===== src/rtl/sync_fifo_param.sv =====
// Single-clock parametrised FIFO with almost-full/empty thresholds, fill count,
// sticky overflow/underflow flags and selectable registered or FWFT read port.
module sync_fifo_param #(
   parameter int unsigned DATA_W    = 8,
   parameter int unsigned ADDR_W    = 4,
   parameter int unsigned AFULL_TH  = 14,
   parameter int unsigned AEMPTY_TH = 2,
   parameter int unsigned FWFT      = 0
) (
   input  logic              clk,
   input  logic              rst_n,
   input  logic              winc,
   input  logic [DATA_W-1:0] wdata,
   input  logic              rinc,
   output logic [DATA_W-1:0] rdata,
   output logic              wfull,
   output logic              afull,
   output logic              rempty,
   output logic              aempty,
   output logic [ADDR_W:0]   fill_cnt,
   output logic              overflow,
   output logic              underflow,
   input  logic              clr_err
);

   localparam int unsigned DEPTH = 1 << ADDR_W;
   localparam int unsigned PTR_W = ADDR_W + 1;

   logic [DATA_W-1:0] mem [DEPTH];

   logic [PTR_W-1:0]  wptr;
   logic [PTR_W-1:0]  rptr;
   logic [PTR_W-1:0]  wptr_nxt;
   logic [PTR_W-1:0]  rptr_nxt;
   logic [PTR_W-1:0]  cnt_nxt;
   logic              wr_acc;
   logic              rd_acc;
   logic              wfull_nxt;
   logic              rempty_nxt;
   logic              afull_nxt;
   logic              aempty_nxt;
   logic              overflow_nxt;
   logic              underflow_nxt;
   logic [DATA_W-1:0] rdata_nxt;

   // Next-state decode; flags are computed from next pointers and then registered
   always_comb begin
      wr_acc        = winc && !wfull;
      rd_acc        = rinc && !rempty;
      wptr_nxt      = wptr;
      rptr_nxt      = rptr;
      rdata_nxt     = rdata;
      overflow_nxt  = overflow;
      underflow_nxt = underflow;

      if (wr_acc) begin
         wptr_nxt = wptr + PTR_W'(1);
      end
      if (rd_acc) begin
         rptr_nxt = rptr + PTR_W'(1);
      end

      cnt_nxt    = wptr_nxt - rptr_nxt;
      rempty_nxt = (wptr_nxt == rptr_nxt);
      wfull_nxt  = (wptr_nxt[ADDR_W-1:0] == rptr_nxt[ADDR_W-1:0]) &&
                   (wptr_nxt[ADDR_W] != rptr_nxt[ADDR_W]);
      afull_nxt  = (cnt_nxt >= PTR_W'(AFULL_TH));
      aempty_nxt = (cnt_nxt <= PTR_W'(AEMPTY_TH));

      // Set beats clear when both happen in the same cycle
      if (clr_err) begin
         overflow_nxt  = 1'b0;
         underflow_nxt = 1'b0;
      end
      if (winc && wfull) begin
         overflow_nxt = 1'b1;
      end
      if (rinc && rempty) begin
         underflow_nxt = 1'b1;
      end

      // FWFT keeps the head word staged; a write into an empty FIFO bypasses memory
      if (FWFT != 0) begin
         if (rd_acc || (wr_acc && rempty)) begin
            if (wr_acc && (rptr_nxt == wptr)) begin
               rdata_nxt = wdata;
            end else begin
               rdata_nxt = mem[rptr_nxt[ADDR_W-1:0]];
            end
         end
      end else if (rd_acc) begin
         rdata_nxt = mem[rptr[ADDR_W-1:0]];
      end
   end

   // Control and output registers
   always_ff @(posedge clk or negedge rst_n) begin
      if (!rst_n) begin
         wptr      <= '0;
         rptr      <= '0;
         fill_cnt  <= '0;
         rempty    <= 1'b1;
         aempty    <= 1'b1;
         wfull     <= 1'b0;
         afull     <= 1'b0;
         overflow  <= 1'b0;
         underflow <= 1'b0;
         rdata     <= '0;
      end else begin
         wptr      <= wptr_nxt;
         rptr      <= rptr_nxt;
         fill_cnt  <= cnt_nxt;
         rempty    <= rempty_nxt;
         aempty    <= aempty_nxt;
         wfull     <= wfull_nxt;
         afull     <= afull_nxt;
         overflow  <= overflow_nxt;
         underflow <= underflow_nxt;
         rdata     <= rdata_nxt;
      end
   end

   // Storage array, intentionally not reset
   always_ff @(posedge clk) begin
      if (wr_acc) begin
         mem[wptr[ADDR_W-1:0]] <= wdata;
      end
   end

endmodule


===== config.mk =====
export PLATFORM = sky130hd
export DESIGN_NAME = sync_fifo_param
export DESIGN_NICKNAME = d
export VERILOG_FILES = /design/src/rtl/sync_fifo_param.sv
export SDC_FILE = /design/constraint.sdc
export NUM_CORES = 1
export LEC_CHECK = 0
export CELL_PAD_IN_SITES_DETAIL_PLACEMENT = 0
export CELL_PAD_IN_SITES_GLOBAL_PLACEMENT = 1
export CORE_AREA = 2 2 109 111
export CTS_CLUSTER_SIZE = 12
export DETAILED_ROUTE_END_ITERATION = 10
export DIE_AREA = 0 0 111 113
export MAX_ROUTING_LAYER = met4
export PLACE_DENSITY_LB_ADDON = 0.1
export SLEW_MARGIN = 20
export SYNTH_ARGS = -nofsm -noshare
export SYNTH_HDL_FRONTEND = slang
export SYNTH_SLANG_ARGS = --single-unit

===== constraint.sdc =====
create_clock -name clk -period 6.5 [get_ports clk]
set_input_delay 1.3 -clock clk [delete_from_list [all_inputs] [get_ports clk]]
set_output_delay 1.3 -clock clk [all_outputs]
set_load 0.02 [all_outputs]

==> run_results.csv <==
group,metric,value,unit
route,vias,2848,
sta,max_slew_margin,38.60,%
floorplan,core,11270,um2
floorplan,initial_utilization,56.71,%
sta,finalHoldViolCount,0,
clocking,ctsResizeCount,0,
synthesis,synth_nets,324,
global_route,grt-ovfl-total,0,
setup_path,cp-start-kind,"primary input",
setup_path,crit_chain,"clkdlybuf4s50_1 > nor2b_2 > mux2i_1 > xor2_1 > ha_1 > or2_2 > maj3_2 > maj3_2 > xor2_1 > a2111oi_2",
synthesis,ys_seq_area_share,71.52,%
power,power,3537,uW
synthesis,synthXorXnorAreaFrac,2.642,%
floorplan,fp.dieW,111,um
clocking,post_cts_buffers,0,
clocking,numClockSinks,157,
synthesis,ys_seq_elements,157,
synthesis,synthMuxAreaShare,17.13,%
synthesis,synthCells,303,
route,avgViaCountPerCell,5.685,
floorplan,dieArea,12540,um2
synthesis,syn_area,6392,um2
placed_design,place_congestion,0.8545,
sta,fin_crit_sh,64.41,%
sta,fmax,238.8,MHz
sta,final.setup.worst_slack,2.313,ns
global_route,grt.total_usage,19.88,%
setup_path,slowest_delay,0.66,ns
final_layout,syn2layout_area_growth,14.58,%
floorplan,fp.dieH,113,um
clocking,cts_buffers,17,
sta,hold_ws,0.5071,ns
setup_path,arrival,4.50,ns
setup_path,critical_path_class,"in2reg",
final_layout,final_common_cell,"edfxtp_1",
route,wl_per_cell,21.36,um
placed_design,port_buffers,31,
route,route.detailed.drc,0,
clocking,cts_tree,"built",
placed_design,dp_hpwl,7.306,mm
sta,period_minus_slack,4.187,ns
power,peakVddDrop,0.3308,mV
synthesis,synth_cell_types,36,
route,ant_nets,0,
run_status,outcome,"completed",
placed_design,pre_cts_ws,1.872,ns
global_route,first_global_vias,3044,
final_layout,drive_above_1_share,20.95,%
clocking,postCtsHoldBufs,0,
setup_path,cp_max_fo,12,
final_layout,final_cell_mix,"edfxtp_1 (128), clkdlybuf4s50_1 (31), dfrtp_1 (26)",
run,drv_cap,0,
floorplan,rows,39,
setup_path,cp_data_required_time,6.82,ns
global_route,grt_pass1_wl,17.34,mm
synthesis,synth_compound_area_share,0.7634,%
setup_path,cp-end-kind,"register",
route,drtIter0Drc,159,
sta,setup_viol,0,
sta,maxSlewViolCount,0,
global_route,grt_max_degree,36,
worst_hold_path,hold_class,"reg2reg",
synthesis,synth_top_family_by_area,"multiplexers",
synthesis,syn_area_per_cell,21.10,um2
setup_path,slowest_stage,"nor2b_2",
route,totalWireLength,10.70,mm
final_layout,nNetsFinal,367,
final_layout,diodes,0,
global_route,antenna_found_initial,0,
sta,worst-slew-pin-transition,0.9176,ns
clocking,clk_pin_slew,0.06,ns
sta,setup_tns,0,ns
clocking,h-tree-depth,4,
clocking,insertion_delay,0.43,ns
synthesis,synth-simple-area-share,3.151,%
synthesis,ys.warnings.count,0,
route,drt_pass1_iterations,4,
floorplan,pin_count,32,
clocking,clockBufferDepth,2,
synthesis,yosys.area_share.adder,2.075,%
sta,fin_skew,0.009252,ns
clocking,cts_root_buffer,"clkbuf_16",
final_layout,final_util,64.98,%
sta,rsz0062_at_grt,"false",
power,power.density,482.9,nW/um2
setup_path,critPathTopFamily,"simple AND/OR/NAND/NOR gates",
power,leakage,0.002565,uW
setup_path,critPathBufInv,1,
==> registers in the layout, summed over array words and instances (netlist names) <==
name       count
wfull          1
mem          128
aempty         1
rptr           5
wptr           5
rempty         1
fill_cnt       5
overflow       1
underflow      1
rdata          8
afull          1
==> logic make-up after synthesis <==
family / count (synthesis)
xor gates and xnor gates: 15
DFF: 157
muxes: 49
AOI/OAI and AO/OA: 7
adders and majority gates: 11
buffers and inverters: 28
and+or+nand+nor: 36
==> cell type report <==
cell class / instances / area, um2
Tap cell: 143 / 178.9
Sequential cell: 157 / 4573
Clock inverter: 10 / 70.07
Timing Repair Buffer: 38 / 362.8
Inverter: 14 / 52.55
Fill cell: 755 / 3948
Multi-Input combinational cell: 118 / 1647
Clock buffer: 21 / 440.4
==> stage by stage <==
step / instance area [um2] / instances
6_report: 7325 / 501
5_1_grt: 7325 / 501
4_1_cts: 7325 / 501
3_5_place_dp: 6814 / 470
3_3_place_gp: 6814 / 470
2_1_floorplan: 6392 / 303
==> cells in the mapped netlist (all sizes together) <==
cell	count	area, um2
or2	1	6.260
maj3	3	32.53
dfrtp	27	675.7
mux2	8	116.4
inv	14	52.55
ha	8	100.1
a31o	1	8.760
mux2i	1	10.01
buf	14	121.4
edfxtp	128	3844
nand2b	2	12.51
o21ai	4	20.02
nand2	7	26.28
nor2	14	52.55
nand4	4	40.04
dfstp	2	52.55
nand3b	2	27.53
mux4	40	968.4
nor3	4	20.02
a21oi	1	5.000
a2111oi	1	15.01
and2b	1	7.510
nor2b	1	8.760
xnor2	6	71.32
xor2	9	97.60
==> path summary, 6_finish.rpt <==
path | start | end | slack (ns) | cells past startpoint
min | rdata[3] | rdata[3] | 0.51 | 1
min reg2reg | rdata[3] | rdata[3] | 0.51 | 1
max in group asynchronous | rst_n | rempty | 4.93 | 2
max reg2reg | rptr[0] | aempty | 3.26 | 10
max | rinc | aempty | 2.31 | 10
min in group asynchronous | rst_n | afull | 1.26 | 2
==> report_power, final <==
part	total [uW]	leakage (uW)	internal [uW]	switching [uW]
Sequential	1400	0.00150	1280	120
Combinational	1280	0.000827	635	644
Clock	856	0.000239	484	372
==> layer usage <==
metal	global-route usage, %	vias up	wire (um)
li1	-	1298	-
met1	25.29	1468	4709
met2	30.92	67	5315
met3	5.410	15	469
met4	8.167	0	207
met5	-	-	0
(Power assumes the default switching activity.)
